**src/rtl/dmem_arbiter_if.sv**
```systemverilog
// Bundle of the two requester channels and the data-memory port of dmem_arbiter.
// Latency: none (wires only). Backpressure: the core is held through core_stall; DMA sees dma_gnt.
// Modports: slave = arbiter view (requests in, grants/memory drive out),
//           master = requester/memory view (the opposite directions).
interface dmem_arbiter_if #(
  parameter int ADDR_W = 32,
  parameter int DATA_W = 32
);
  // core requester (pipeline MEM stage)
  logic              core_req;
  logic              core_we;
  logic [ADDR_W-1:0] core_addr;
  logic [DATA_W-1:0] core_wdata;
  logic [DATA_W-1:0] core_rdata;
  logic              core_stall;
  // DMA / loader requester
  logic              dma_req;
  logic              dma_we;
  logic              dma_lock;
  logic [ADDR_W-1:0] dma_addr;
  logic [DATA_W-1:0] dma_wdata;
  logic [DATA_W-1:0] dma_rdata;
  logic              dma_gnt;
  // single data-memory port (combinational read, write on next edge)
  logic              mem_wr;
  logic [ADDR_W-1:0] mem_addr;
  logic [DATA_W-1:0] mem_wdata;
  logic [DATA_W-1:0] mem_rdata;

  modport slave (
    input  core_req, core_we, core_addr, core_wdata,
    output core_rdata, core_stall,
    input  dma_req, dma_we, dma_lock, dma_addr, dma_wdata,
    output dma_rdata, dma_gnt,
    output mem_wr, mem_addr, mem_wdata,
    input  mem_rdata
  );

  modport master (
    output core_req, core_we, core_addr, core_wdata,
    input  core_rdata, core_stall,
    output dma_req, dma_we, dma_lock, dma_addr, dma_wdata,
    input  dma_rdata, dma_gnt,
    input  mem_wr, mem_addr, mem_wdata,
    output mem_rdata
  );
endinterface

```
**src/rtl/dmem_arbiter.sv**
```systemverilog
// Shares one data-memory port between the core (default priority) and a DMA engine.
// Latency: zero; grant, address mux and read data are combinational in the granted cycle.
// Backpressure: a denied core is frozen by core_stall; a denied DMA simply sees dma_gnt=0.
// Ports: clk, nrst (async active-low) and bus (dmem_arbiter_if.slave) carrying both
//        requester channels plus the memory port.
module dmem_arbiter #(
  parameter int ADDR_W     = 32,
  parameter int DATA_W     = 32,
  parameter int STARVE_MAX = 4,   // 1..255
  parameter int MAX_BURST  = 8    // 1..255
) (
  input  logic             clk,
  input  logic             nrst,
  dmem_arbiter_if.slave    bus
);

  typedef enum logic [1:0] {
    S_CORE  = 2'd0,
    S_BURST = 2'd1,
    S_FAIR  = 2'd2
  } state_e;

  localparam logic [7:0] STARVE_LIM = 8'(STARVE_MAX);
  localparam logic [7:0] BURST_LIM  = 8'(MAX_BURST);

  state_e     state_q, state_d;
  logic [7:0] wait_cnt_q, wait_cnt_d;
  logic [7:0] beat_cnt_q, beat_cnt_d;

  logic core_gnt_raw, dma_gnt_raw;
  logic core_gnt, dma_gnt;
  logic starve;

  // Next state and raw grants
  always_comb begin
    state_d      = state_q;
    beat_cnt_d   = beat_cnt_q;
    core_gnt_raw = 1'b0;
    dma_gnt_raw  = 1'b0;
    starve       = 1'b0;

    unique case (state_q)
      S_CORE: begin
        // A saturated wait counter overrides core priority for one cycle.
        starve = bus.dma_req && (wait_cnt_q == STARVE_LIM);
        if (starve) begin
          dma_gnt_raw = 1'b1;
        end else if (bus.core_req) begin
          core_gnt_raw = 1'b1;
        end else if (bus.dma_req) begin
          dma_gnt_raw = 1'b1;
        end

        if (dma_gnt_raw && bus.dma_lock) begin
          state_d    = S_BURST;
          beat_cnt_d = 8'd1;
        end else if (starve) begin
          state_d = S_FAIR;
        end
      end

      S_BURST: begin
        if (bus.dma_req && bus.dma_lock && (beat_cnt_q < BURST_LIM)) begin
          dma_gnt_raw = 1'b1;
          beat_cnt_d  = beat_cnt_q + 8'd1;
        end else begin
          // Exit cycle: no burst beat. Arbitrate as the fair cycle would,
          // except a still-locked DMA request is not served here.
          core_gnt_raw = bus.core_req;
          dma_gnt_raw  = bus.dma_req && !bus.dma_lock && !bus.core_req;
          state_d      = S_FAIR;
          beat_cnt_d   = 8'd0;
        end
      end

      S_FAIR: begin
        // Single cycle in which the core always beats DMA.
        core_gnt_raw = bus.core_req;
        dma_gnt_raw  = bus.dma_req && !bus.core_req;
        state_d      = S_CORE;
      end

      default: begin
        state_d    = S_CORE;
        beat_cnt_d = 8'd0;
      end
    endcase
  end

  // Grants are killed immediately while reset is asserted, even mid-burst.
  assign core_gnt = core_gnt_raw && nrst;
  assign dma_gnt  = dma_gnt_raw  && nrst;

  // Starvation counter: counts consecutive denied DMA cycles, saturating.
  always_comb begin
    wait_cnt_d = wait_cnt_q;
    if (!bus.dma_req || dma_gnt) begin
      wait_cnt_d = 8'd0;
    end else if (wait_cnt_q < STARVE_LIM) begin
      wait_cnt_d = wait_cnt_q + 8'd1;
    end
  end

  always_ff @(posedge clk or negedge nrst) begin
    if (!nrst) begin
      state_q    <= S_CORE;
      wait_cnt_q <= 8'd0;
      beat_cnt_q <= 8'd0;
    end else begin
      state_q    <= state_d;
      wait_cnt_q <= wait_cnt_d;
      beat_cnt_q <= beat_cnt_d;
    end
  end

  // Memory port mux: core owns the port whenever DMA is not granted.
  assign bus.mem_addr  = dma_gnt ? bus.dma_addr  : bus.core_addr;
  assign bus.mem_wdata = dma_gnt ? bus.dma_wdata : bus.core_wdata;
  assign bus.mem_wr    = (core_gnt && bus.core_we) || (dma_gnt && bus.dma_we);

  assign bus.core_rdata = bus.mem_rdata;
  assign bus.dma_rdata  = bus.mem_rdata;

  // nrst term keeps stall low during reset even though core_gnt is also low.
  assign bus.core_stall = nrst && bus.core_req && !core_gnt;
  assign bus.dma_gnt    = dma_gnt;

endmodule
```
**src/flat_wrapper.sv**
```systemverilog
// flat-port wrapper written by rule: the top's interface ports become plain ports
module dmem_arbiter_flat 
#(
  parameter int ADDR_W     = 32,
  parameter int DATA_W     = 32,
  parameter int STARVE_MAX = 4,            
  parameter int MAX_BURST  = 8             
)
  (clk, nrst, bus_core_req, bus_core_we, bus_core_addr, bus_core_wdata, bus_core_rdata, bus_core_stall, bus_dma_req, bus_dma_we, bus_dma_lock, bus_dma_addr, bus_dma_wdata, bus_dma_rdata, bus_dma_gnt, bus_mem_wr, bus_mem_addr, bus_mem_wdata, bus_mem_rdata);
  dmem_arbiter_if #(.ADDR_W(ADDR_W), .DATA_W(DATA_W)) bus_i ();
  input  logic clk;
  input  logic nrst;
  input wire logic [$bits(bus_i.core_req)-1:0] bus_core_req;
  input wire logic [$bits(bus_i.core_we)-1:0] bus_core_we;
  input wire logic [$bits(bus_i.core_addr)-1:0] bus_core_addr;
  input wire logic [$bits(bus_i.core_wdata)-1:0] bus_core_wdata;
  output wire logic [$bits(bus_i.core_rdata)-1:0] bus_core_rdata;
  output wire logic [$bits(bus_i.core_stall)-1:0] bus_core_stall;
  input wire logic [$bits(bus_i.dma_req)-1:0] bus_dma_req;
  input wire logic [$bits(bus_i.dma_we)-1:0] bus_dma_we;
  input wire logic [$bits(bus_i.dma_lock)-1:0] bus_dma_lock;
  input wire logic [$bits(bus_i.dma_addr)-1:0] bus_dma_addr;
  input wire logic [$bits(bus_i.dma_wdata)-1:0] bus_dma_wdata;
  output wire logic [$bits(bus_i.dma_rdata)-1:0] bus_dma_rdata;
  output wire logic [$bits(bus_i.dma_gnt)-1:0] bus_dma_gnt;
  output wire logic [$bits(bus_i.mem_wr)-1:0] bus_mem_wr;
  output wire logic [$bits(bus_i.mem_addr)-1:0] bus_mem_addr;
  output wire logic [$bits(bus_i.mem_wdata)-1:0] bus_mem_wdata;
  input wire logic [$bits(bus_i.mem_rdata)-1:0] bus_mem_rdata;
  assign bus_i.core_req = bus_core_req;
  assign bus_i.core_we = bus_core_we;
  assign bus_i.core_addr = bus_core_addr;
  assign bus_i.core_wdata = bus_core_wdata;
  assign bus_core_rdata = bus_i.core_rdata;
  assign bus_core_stall = bus_i.core_stall;
  assign bus_i.dma_req = bus_dma_req;
  assign bus_i.dma_we = bus_dma_we;
  assign bus_i.dma_lock = bus_dma_lock;
  assign bus_i.dma_addr = bus_dma_addr;
  assign bus_i.dma_wdata = bus_dma_wdata;
  assign bus_dma_rdata = bus_i.dma_rdata;
  assign bus_dma_gnt = bus_i.dma_gnt;
  assign bus_mem_wr = bus_i.mem_wr;
  assign bus_mem_addr = bus_i.mem_addr;
  assign bus_mem_wdata = bus_i.mem_wdata;
  assign bus_i.mem_rdata = bus_mem_rdata;
  dmem_arbiter #(.ADDR_W(ADDR_W), .DATA_W(DATA_W), .STARVE_MAX(STARVE_MAX), .MAX_BURST(MAX_BURST)) u_core (.clk(clk), .nrst(nrst), .bus(bus_i));
endmodule
```
**config.mk**
```make
export PLATFORM = sky130hd
export DESIGN_NAME = dmem_arbiter_flat
export DESIGN_NICKNAME = d
export VERILOG_FILES = /design/src/rtl/dmem_arbiter_if.sv /design/src/rtl/dmem_arbiter.sv /design/src/flat_wrapper.sv
export SDC_FILE = /design/constraint.sdc
export NUM_CORES = 1
export LEC_CHECK = 0
export CAP_MARGIN = 20
export CELL_PAD_IN_SITES_DETAIL_PLACEMENT = 1
export CELL_PAD_IN_SITES_GLOBAL_PLACEMENT = 2
export CORE_AREA = 2 2 114 116
export CTS_CLUSTER_DIAMETER = 120
export CTS_CLUSTER_SIZE = 30
export DETAILED_ROUTE_END_ITERATION = 10
export DIE_AREA = 0 0 116 118
export DONT_BUFFER_PORTS = 1
export PLACE_DENSITY = 0.63
export SLEW_MARGIN = 40
export SYNTH_ARGS = -nofsm -noshare
export SYNTH_HDL_FRONTEND = slang
export SYNTH_SLANG_ARGS = --single-unit
```
**constraint.sdc**
```tcl
create_clock -name clk -period 8.1 [get_ports clk]
set_clock_uncertainty 0.15 [all_clocks]
set_input_delay 1.215 -clock clk [delete_from_list [all_inputs] [get_ports clk]]
set_output_delay 1.215 -clock clk [all_outputs]
set_load 0.01 [all_outputs]
```
==> metrics.md, run 1 <==
| Metric | Value |
|---|---|
| Met3 wire len | `1.12 mm` |
| Least-Margin Pin Slew | `0.738 ns` |
| Synth Area per Inst | `10.6 µm²` |
| P_leak | `0.855 nW` |
| Distinct cells, synth | `37` |
| Largest net degree at the start of global routing | `64` |
| Hold WC Path Type | `register to register` |
| H-Tree Depth | `1` |
| Synth Instances | `225` |
| Post-synth top cells | `66 x buf_4, 40 x mux2_4, 24 x mux2_2` |
| Hold Vio Cnt, Final | `0` |
| CP Launch Type | `input port` |
| Synth-to-layout area growth | `-11.7%` |
| Most common cell in the synthesized netlist | `buf_4` |
| CP Buf/Inv Count | `1` |
| Worst skew pair latency | `0.25 ns` |
| Dominant synthesized flop cell | `dfrtp_1` |
| Power density over the cells | `147 mW/mm²` |
| Synth Cell Area | `0.00238 mm²` |
| Root Buffer | `clkbuf_16` |
| GPL Wtd Cong | `0.878` |
| Clock tree sinks | `18` |
| CP Max Fanout | `63` |
| Dominant cells by area after synthesis | `mux2_4 25%, buf_4 21%, dfrtp_1 19%` |
| Post-synth top area share | `25.2%` |
| Final HPWL DP | `6.63 mm` |
| Max stage delay on crit path | `0.62 ns` |
| WP data arrival | `3.71 ns` |
| Total Wirelength | `7.72 mm` |
| Worst-path cell chain | `or4b_1, nor4_2, o21ai_1, o31ai_4, buf_6, mux2_2` |
| Initial antenna violation count | `3` |
| Clock slew at reported path FFs | `0.05 ns` |
| Port Buffer Count | `0` |
| Cell taking the most area after synthesis | `mux2_4` |
| CTS buffer count | `3` |
| Syn Nets | `395` |
| Vias/cell | `4.29` |
| Count of pins over their slew limit | `0` |
| Worst Path Class, Setup | `input port to primary output` |
| Fraction of layout cells with a size suffix above 1 | `46.2%` |
| Highest metal layer with signal wires | `met5` |
| Final net count | `329` |
| Post-Place Cells | `326` |
| Clock Tree Buf Depth | `2` |
| CTS Hold Bufs | `0` |
| Sequential element share of the synthesized area | `18.9%` |
| Setup TNS Final | `0 ns` |
| Final critical-path required period | `5.07 ns` |
| GRT Util Overall | `9.92%` |
| VDD IR max | `0.0000799 V` |
| Routed wl met2 | `3.49 mm` |
| DRT iter0 DRCs | `45` |
| Post-route non-filler standard cell count | `331` |
| Post-DRT Antenna Nets | `0` |
| Pre-Repair DR Iteration Count | `4` |
| Core Region | `0.0124 mm²` |
| Initial core utilization | `19.2%` |
| WL/cell | `23.3 µm` |
| Vias in the first global route | `1437` |
| Synth Register Bits | `18` |
| Number of max-cap violations | `0` |
| Slew margin rel. | `50.8%` |
| Residual DRC | `0` |
| CP delay by family, top | `simple AND/OR/NAND/NOR gates` |
| Postcts setup bufs | `0` |
| CTS tree | `built` |
| Max Fclk | `0.197 GHz` |
| First-pass GRT wire length | `10.1 mm` |
| DRT met1 WL | `3.06 mm` |
| Via count | `1421` |
| Unrepaired setup endpoints after global routing | `no` |
| Post-route clock period utilization | `62.6%` |
| Critical path required time | `6.73 ns` |
| Critical Path End Type | `primary output` |
| CP max stage cell | `buf_6` |
| FP Rows | `41` |
| Die Wd | `116 µm` |
| Synth async-reset ratio | `100%` |
| EDFF count, synth | `0` |
| Fill cell count | `1445` |
| Die ar. | `0.0137 mm²` |
| Grt total ovfl | `0` |
| Io pins | `298` |
| Status | `completed` |
| Resized cells post-CTS | `0` |
| Warnings from Yosys | `0` |
| Final setup violation count | `0` |
| Die Height | `118 µm` |
==> cells by family (layout without fill, tap and decap cells) <==
family / Yosys count / count (layout) / synth area share [%]
flip-flops: 18 / 18 / 18.9
AO/OA/AOI/OAI: 24 / 24 / 7.10
buffers and inverters: 76 / 9 / 25.7
AND/OR/NAND/NOR: 38 / 38 / 9.36
multiplexers: 65 / 65 / 37.0
XOR/XNOR: 1 / 1 / 0.368
other: 0 / 1 / 0
adder cells (fa/ha/maj): 3 / 3 / 1.58
==> path summary, 6_finish.rpt <==
check	startpoint	to	slack [ns]	cells after the start
max reg2reg	u_core.wait_cnt_q[4]	u_core.wait_cnt_q[0]	5.56	4
max	bus_dma_req	bus_mem_wdata[3]	3.03	6
min	u_core.beat_cnt_q[7]	u_core.beat_cnt_q[7]	0.34	1
max in group asynchronous	nrst	u_core.beat_cnt_q[4]	7.22	0
min in group asynchronous	nrst	u_core.state_q[1]	0.51	0
min reg2reg	u_core.beat_cnt_q[7]	u_core.beat_cnt_q[7]	0.34	1
==> routing by layer <==
metal  global-route usage [%]  up-vias
li1                         -      599
met1                     12.5      672
met2                     15.0      138
met3                     5.92        8
met4                     1.19        4
met5                        0        -
==> layout make-up <==
class / instances / area [µm²] / share of cell area (%)
multi-input cells: 131 / 1320 / 62.7
flip-flops and latches: 18 / 450 / 21.4
well taps: 172 / 215 / 10.2
clock buffers: 4 / 88.8 / 4.23
inverters: 4 / 15.0 / 0.714
repair buffers: 1 / 11.3 / 0.536
diodes: 1 / 2.50 / 0.119
==> stage by stage <==
| step | utilization (%) | instance area [µm²] | setup slack [ns] | hold WS, ns | total power (W) |
|---|---|---|---|---|---|
| floorplan | - | 2380 | 3.68 | 0.299 | 0.000225 |
| global placement | 16.2 | 2010 | 2.94 | 0.324 | 0.000202 |
| detailed placement | 16.2 | 2010 | 3.02 | 0.326 | 0.000204 |
| CTS | 16.9 | 2100 | 3.01 | 0.342 | 0.000314 |
| global route | 16.9 | 2100 | 2.88 | 0.374 | 0.000325 |
| finish | 16.9 | 2100 | 3.03 | 0.339 | 0.000309 |
==> worst register-to-register path, stage by stage, from the launching register on <==
cell      delay [ns]
dfrtp_1         0.38
or4_4           0.55
or3_1           0.53
o311ai_0        0.67
nor2_1          0.12
==> power by group <==
group / internal [W] / total, W / switching (W)
clock: 0.0000751 / 0.000108 / 0.0000329
combinational: 0.0000476 / 0.0000989 / 0.0000513
sequential: 0.0000953 / 0.000102 / 0.00000656
total: 0.000218 / 0.000309 / 0.0000908
==> state kept, by name, summed over array words and instances (netlist names) <==
register	flops
u_core.beat_cnt_q	8
u_core.wait_cnt_q	8
u_core.state_q	2
==> layout by cell type, fill, tap and decap left out, types with 2 or more instances in the layout <==
cell type	synthesis	routed
mux2_4	40	40
mux2_2	24	24
dfrtp_1	18	18
nor2_1	10	10
and2_1	8	8
a21oi_1	7	7
o21ai_0	5	5
inv_1	4	4
or3_1	3	3
nand2b_1	3	3
ha_1	3	3
clkbuf_16	0	3
nand3_1	2	2
nand2_1	2	2
nor3_1	2	2
and4_1	2	2
a31oi_1	2	2
a41oi_1	2	2
Note: power is estimated with default switching activity, not from simulation.
==> run 2: changes to the inputs <==
--- a/config.mk
+++ b/config.mk
@@ -8,11 +8,11 @@
 export CAP_MARGIN = 20
 export CELL_PAD_IN_SITES_DETAIL_PLACEMENT = 1
 export CELL_PAD_IN_SITES_GLOBAL_PLACEMENT = 2
-export CORE_AREA = 2 2 114 116
+export CORE_AREA = 2 2 117 119
 export CTS_CLUSTER_DIAMETER = 120
 export CTS_CLUSTER_SIZE = 30
 export DETAILED_ROUTE_END_ITERATION = 10
-export DIE_AREA = 0 0 116 118
+export DIE_AREA = 0 0 119 121
 export DONT_BUFFER_PORTS = 1
 export PLACE_DENSITY = 0.63
 export SLEW_MARGIN = 40
==> constraint.sdc (replaced) <==
create_clock -name clk -period 4.1 [get_ports clk]
set_clock_uncertainty 0.15 [all_clocks]
set_input_delay 0.615 -clock clk [delete_from_list [all_inputs] [get_ports clk]]
set_output_delay 0.615 -clock clk [all_outputs]
set_load 0.01 [all_outputs]
==> metrics.md, run 2 (synthesis results as in run 1) <==
| Metric | Value |
|---|---|
| Commonest non-fill, non-tap cell in the layout | `mux2_4` |
| Critical Path End Type | `primary output` |
| Critical path required time | `3.34 ns` |
| Final HPWL DP | `7.17 mm` |
| Hold Vio Cnt, Final | `0` |
| Resized cells post-CTS | `0` |
| Count of pins over their slew limit | `0` |
| CP Max Fanout | `28` |
| GPL Wtd Cong | `0.824` |
| Pre-Repair DR Iteration Count | `4` |
| Core Region | `0.0131 mm²` |
| Largest net degree at the start of global routing | `39` |
| Sw power | `0.000191 W` |
| Number of max-cap violations | `0` |
| Synth-to-layout area growth | `-11.1%` |
| Grt total ovfl | `0` |
| Final worst slack | `0.353 ns` |
| Post-Place Cells | `331` |
| Residual DRC | `0` |
| Io pins | `298` |
| Port Buffer Count | `0` |
| H-Tree Depth | `1` |
| Least-Margin Pin Slew | `0.654 ns` |
| Combinational Power Share | `34.5%` |
| Switching share of power | `31.7%` |
| VDD IR max | `0.000144 V` |
| Initial antenna violation count | `3` |
| Clock slew at reported path FFs | `0.05 ns` |
| Vias/cell | `4.15` |
| CTS buffer count | `3` |
| Pre-CTS WS | `0.444 ns` |
| Status | `completed` |
| GRT Util Overall | `10.6%` |
| Final net count | `331` |
| Final Util | `16.2%` |
| First-pass GRT wire length | `11.2 mm` |
| Power density over the cells | `286 mW/mm²` |
| Final setup violation count | `0` |
| Commonest cells after routing, fill and taps aside | `40 x mux2_4, 24 x mux2_2, 18 x dfrtp_1, 10 x nor2_1, 8 x and2_1` |
| DRT iter0 DRCs | `29` |
| Hold WC Path Type | `input port to asynchronous set/reset pin` |
| Clock share of power | `32.0%` |
| Total Wirelength | `8.33 mm` |
| Final critical-path required period | `3.75 ns` |
| Start point of the critical path | `u_core.beat_cnt_q[6]` |
| Vias in the first global route | `1525` |
| Via count | `1395` |
| WP data arrival | `2.98 ns` |
| Fill cell count | `1505` |
| FF-to-FF Start | `u_core.wait_cnt_q[4]` |
| Biggest regs | `u_core.beat_cnt_q x8, u_core.wait_cnt_q x8, u_core.state_q x2` |
| Die Height | `121 µm` |
| CP Launch Type | `register` |
| Clock tree sinks | `18` |
| Post-route non-filler standard cell count | `336` |
| P_leak | `0.860 nW` |
| Max Fclk | `0.267 GHz` |
| Int Pwr | `0.000413 W` |
| Postcts setup bufs | `0` |
| FP Rows | `42` |
| Die ar. | `0.0144 mm²` |
| Flop pwr share | `33.4%` |
| CTS tree | `built` |
| Die Wd | `119 µm` |
| CTS Hold Bufs | `1` |
| Initial core utilization | `18.2%` |
| Post-route clock period utilization | `91.4%` |
| Worst Path Class, Setup | `register to primary output` |
| Fraction of layout cells with a size suffix above 1 | `46.5%` |
| Setup TNS Final | `0 ns` |
| WL/cell | `24.8 µm` |
| Worst skew pair latency | `0.25 ns` |
| Root Buffer | `clkbuf_16` |
| Slew margin rel. | `55.9%` |
| Clock Tree Buf Depth | `2` |
| Post-DRT Antenna Nets | `0` |
| Unrepaired setup endpoints after global routing | `no` |
## run 2: cell count changes in the layout (fill, tap and decap cells not counted)
cell	previous run	this run
buf_4	0	1
buf_12	0	1
clkbuf_8	1	0
buf_6	1	0
buf_2	0	1
## run 2: worst max-delay path, stage by stage (launching register included)
cell and delay [ns]:
dfrtp_1 0.38, or4b_1 0.57, nor4_2 0.52, o21ai_1 0.23, o31ai_4 0.12, buf_4 0.46, mux2_2 0.43
## run 2: area by class of cell
cell class / count / area [µm²] / share of cell area, %
diodes: 1 / 2.50 / 0.118
clock buffers: 3 / 75.1 / 3.55
inverters: 4 / 15.0 / 0.710
multi-input cells: 131 / 1320 / 62.4
flip-flops and latches: 18 / 450 / 21.3
well taps: 176 / 220 / 10.4
repair buffers: 3 / 32.5 / 1.54
## run 2: power groups by stage
stage / combinational (W) / clock, W / sequential, W
after floorplan: 0.000244 / 0 / 0.000201
after detailed placement: 0.000208 / 0 / 0.000205
after global routing: 0.000225 / 0.000204 / 0.000205
after global placement: 0.000205 / 0 / 0.000204
after CTS: 0.000214 / 0.000200 / 0.000202
final: 0.000209 / 0.000193 / 0.000202
## run 2: final timing paths
kind / to / slack (ns) / cells past startpoint
hold reg to reg: u_core.beat_cnt_q[7] / 0.34 / 1
min in group clk: u_core.beat_cnt_q[7] / 0.34 / 1
hold / removal: u_core.wait_cnt_q[6] / 0.15 / 1
setup / recovery: bus_mem_wdata[10] / 0.35 / 6
max in group asynchronous: u_core.beat_cnt_q[0] / 3.35 / 1
setup reg to reg: u_core.wait_cnt_q[1] / 1.59 / 4
## run 2: per-layer routing
metal | vias up | track usage [%] | share of wire, %
li1 | 597 | - | -
met1 | 633 | 12.0 | 37
met2 | 152 | 17.1 | 47
met3 | 9 | 7.10 | 15
met4 | 4 | 1.56 | 0.49
met5 | - | 0 | 0.40
## run 2: per-stage QoR
step | instance area (µm²) | hold WS, ns | total power (W)
detailed placement | 2030 | 0.170 | 0.000413
CTS | 2120 | 0.342 | 0.000616
finish | 2110 | 0.150 | 0.000604
global placement | 2030 | 0.170 | 0.000409
global route | 2110 | 0.193 | 0.000634
floorplan | 2380 | 0.169 | 0.000444
==> run 3: changes to the inputs <==
--- a/config.mk
+++ b/config.mk
@@ -5,14 +5,13 @@
 export SDC_FILE = /design/constraint.sdc
 export NUM_CORES = 1
 export LEC_CHECK = 0
-export CAP_MARGIN = 20
 export CELL_PAD_IN_SITES_DETAIL_PLACEMENT = 1
 export CELL_PAD_IN_SITES_GLOBAL_PLACEMENT = 2
-export CORE_AREA = 2 2 117 119
+export CORE_AREA = 2 2 114 116
 export CTS_CLUSTER_DIAMETER = 120
 export CTS_CLUSTER_SIZE = 30
 export DETAILED_ROUTE_END_ITERATION = 10
-export DIE_AREA = 0 0 119 121
+export DIE_AREA = 0 0 116 118
 export DONT_BUFFER_PORTS = 1
 export PLACE_DENSITY = 0.63
 export SLEW_MARGIN = 40
==> constraint.sdc (replaced) <==
create_clock -name clk -period 4.55 [get_ports clk]
set_clock_uncertainty 0.15 [all_clocks]
set_input_delay 0.6825 -clock clk [delete_from_list [all_inputs] [get_ports clk]]
set_output_delay 0.6825 -clock clk [all_outputs]
set_load 0.01 [all_outputs]
==> metrics.md, run 3 (synthesis results as in run 1) <==
| Metric | Value |
|---|---|
| DRT iter0 DRCs | `28` |
| Placed Area | `0.00202 mm²` |
| Critical path required time | `3.72 ns` |
| Core Region | `0.0124 mm²` |
| Fraction of layout cells with a size suffix above 1 | `46.5%` |
| Switching share of power | `30.1%` |
| Flop pwr share | `32.6%` |
| Root Buffer | `clkbuf_16` |
| VDD IR max | `0.000143 V` |
| Post-Place Cells | `326` |
| GPL Wtd Cong | `0.887` |
| Slew margin rel. | `55.4%` |
| Unrepaired setup endpoints after global routing | `no` |
| Design Area, Final | `0.00212 mm²` |
| Count of pins over their slew limit | `0` |
| Final HPWL DP | `6.57 mm` |
| Final critical-path required period | `3.85 ns` |
| Via count | `1418` |
| Sw power | `0.000167 W` |
| Total Wirelength | `7.72 mm` |
| Setup TNS Final | `0 ns` |
| Fill cell count | `1446` |
| Resized cells post-CTS | `0` |
| Multi-input gate area | `0.00132 mm²` |
| Die Wd | `116 µm` |
| CTS tree | `built` |
| Clock tree sinks | `18` |
| FP Rows | `41` |
| Power density over the cells | `263 mW/mm²` |
| Final net count | `330` |
| Die ar. | `0.0137 mm²` |
| Port Buffer Count | `0` |
| H-Tree Depth | `1` |
| Worst Path Class, Setup | `register to primary output` |
| Final worst slack | `0.701 ns` |
| Status | `completed` |
| Max Fclk | `0.260 GHz` |
| Post-DRT Antenna Nets | `0` |
| Hold Vio Cnt, Final | `0` |
| Clock slew at reported path FFs | `0.05 ns` |
| Hold WC Path Type | `input port to asynchronous set/reset pin` |
| CP Launch Type | `register` |
| WL/cell | `23.2 µm` |
| Final setup violation count | `0` |
| Register area | `450 µm²` |
| GRT Util Overall | `10.1%` |
| P_leak | `0.862 nW` |
| Critical Path End Type | `primary output` |
| Initial antenna violation count | `3` |
| Biggest regs | `u_core.beat_cnt_q x8, u_core.wait_cnt_q x8, u_core.state_q x2` |
| Number of max-cap violations | `0` |
| Commonest cells after routing, fill and taps aside | `40 x mux2_4, 24 x mux2_2, 18 x dfrtp_1, 10 x nor2_1, 8 x and2_1` |
| CP Max Fanout | `63` |
| Combinational Power Share | `32.4%` |
| Vias/cell | `4.26` |
| Pre-CTS WS | `0.745 ns` |
| Post-route clock period utilization | `84.6%` |
| Pre-Repair DR Iteration Count | `3` |
| Clock Tree Buf Depth | `2` |
| First-pass GRT wire length | `10.1 mm` |
| Least-Margin Pin Slew | `0.660 ns` |
| Die Height | `118 µm` |
| Residual DRC | `0` |
| Initial core utilization | `19.2%` |
| Int Pwr | `0.000389 W` |
| Synth-to-layout area growth | `-11.0%` |
| Io pins | `298` |
| Clock share of power | `35.0%` |
| CTS buffer count | `3` |
| Grt total ovfl | `0` |
| Worst skew pair latency | `0.25 ns` |
| Commonest non-fill, non-tap cell in the layout | `mux2_4` |
| Largest net degree at the start of global routing | `64` |
| WP data arrival | `3.02 ns` |
| Post-route non-filler standard cell count | `333` |
| Vias in the first global route | `1499` |
-- run 3: power by group through the flow --
stage | registers [W] | logic, W | clock network [W]
2_1_floorplan | 0.000181 | 0.000220 | 0
3_3_place_gp | 0.000184 | 0.000176 | 0
3_5_place_dp | 0.000184 | 0.000179 | 0
4_1_cts | 0.000181 | 0.000184 | 0.000200
5_1_grt | 0.000184 | 0.000194 | 0.000206
6_report | 0.000182 | 0.000180 | 0.000195
-- run 3: repair_timing --
| action | CTS | global route |
|---|---|---|
| endpoints found under the setup margin | 0 | 0 |
| buffers inserted | 0 | 0 |
| endpoints found under the hold margin | 18 | 0 |
| hold buffers | 1 | 0 |
-- run 3: path summary, 6_finish.rpt --
path | from | to | slack (ns) | depth (start not counted)
setup / recovery | u_core.beat_cnt_q[6] | bus_mem_wdata[1] | 0.70 | 6
hold / removal | nrst | u_core.wait_cnt_q[1] | 0.22 | 1
setup reg to reg | u_core.wait_cnt_q[4] | u_core.wait_cnt_q[0] | 2.03 | 4
hold reg to reg | u_core.beat_cnt_q[7] | u_core.beat_cnt_q[7] | 0.33 | 1
max in group asynchronous | nrst | u_core.beat_cnt_q[1] | 3.73 | 1
min in group clk | u_core.beat_cnt_q[7] | u_core.beat_cnt_q[7] | 0.33 | 1
-- run 3: through the flow --
stage / util [%] / hold slack [ns] / total power [W]
2_1_floorplan: - / 0.237 / 0.000400
3_3_place_gp: 16.3 / 0.238 / 0.000360
3_5_place_dp: 16.3 / 0.237 / 0.000363
4_1_cts: 17.1 / 0.337 / 0.000566
5_1_grt: 17.0 / 0.246 / 0.000584
6_report: 17.1 / 0.219 / 0.000557
-- run 3: final cells by class --
cell class | instances | area share, %
diodes | 2 | 0.236
clock buffers | 4 | 4.19
inverters | 4 | 0.709
multi-input cells | 131 | 62.3
flip-flops and latches | 18 | 21.3
well taps | 172 | 10.2
repair buffers | 2 | 1.18
-- run 3: per-layer routing --
layer / track usage [%] / routed length [µm] / part of all wire, %
met5: 0 / 19 / 0.25
met4: 2.08 / 63 / 0.82
met3: 5.41 / 1050 / 14
met2: 15.5 / 3470 / 45
met1: 12.5 / 3110 / 40
-- run 3: critical path, stage by stage, from the launching register on --
cell	delay, ns
dfrtp_1	0.39
or4b_1	0.59
nor4_2	0.52
o21ai_1	0.23
o31ai_4	0.15
buf_12	0.42
mux2_2	0.43
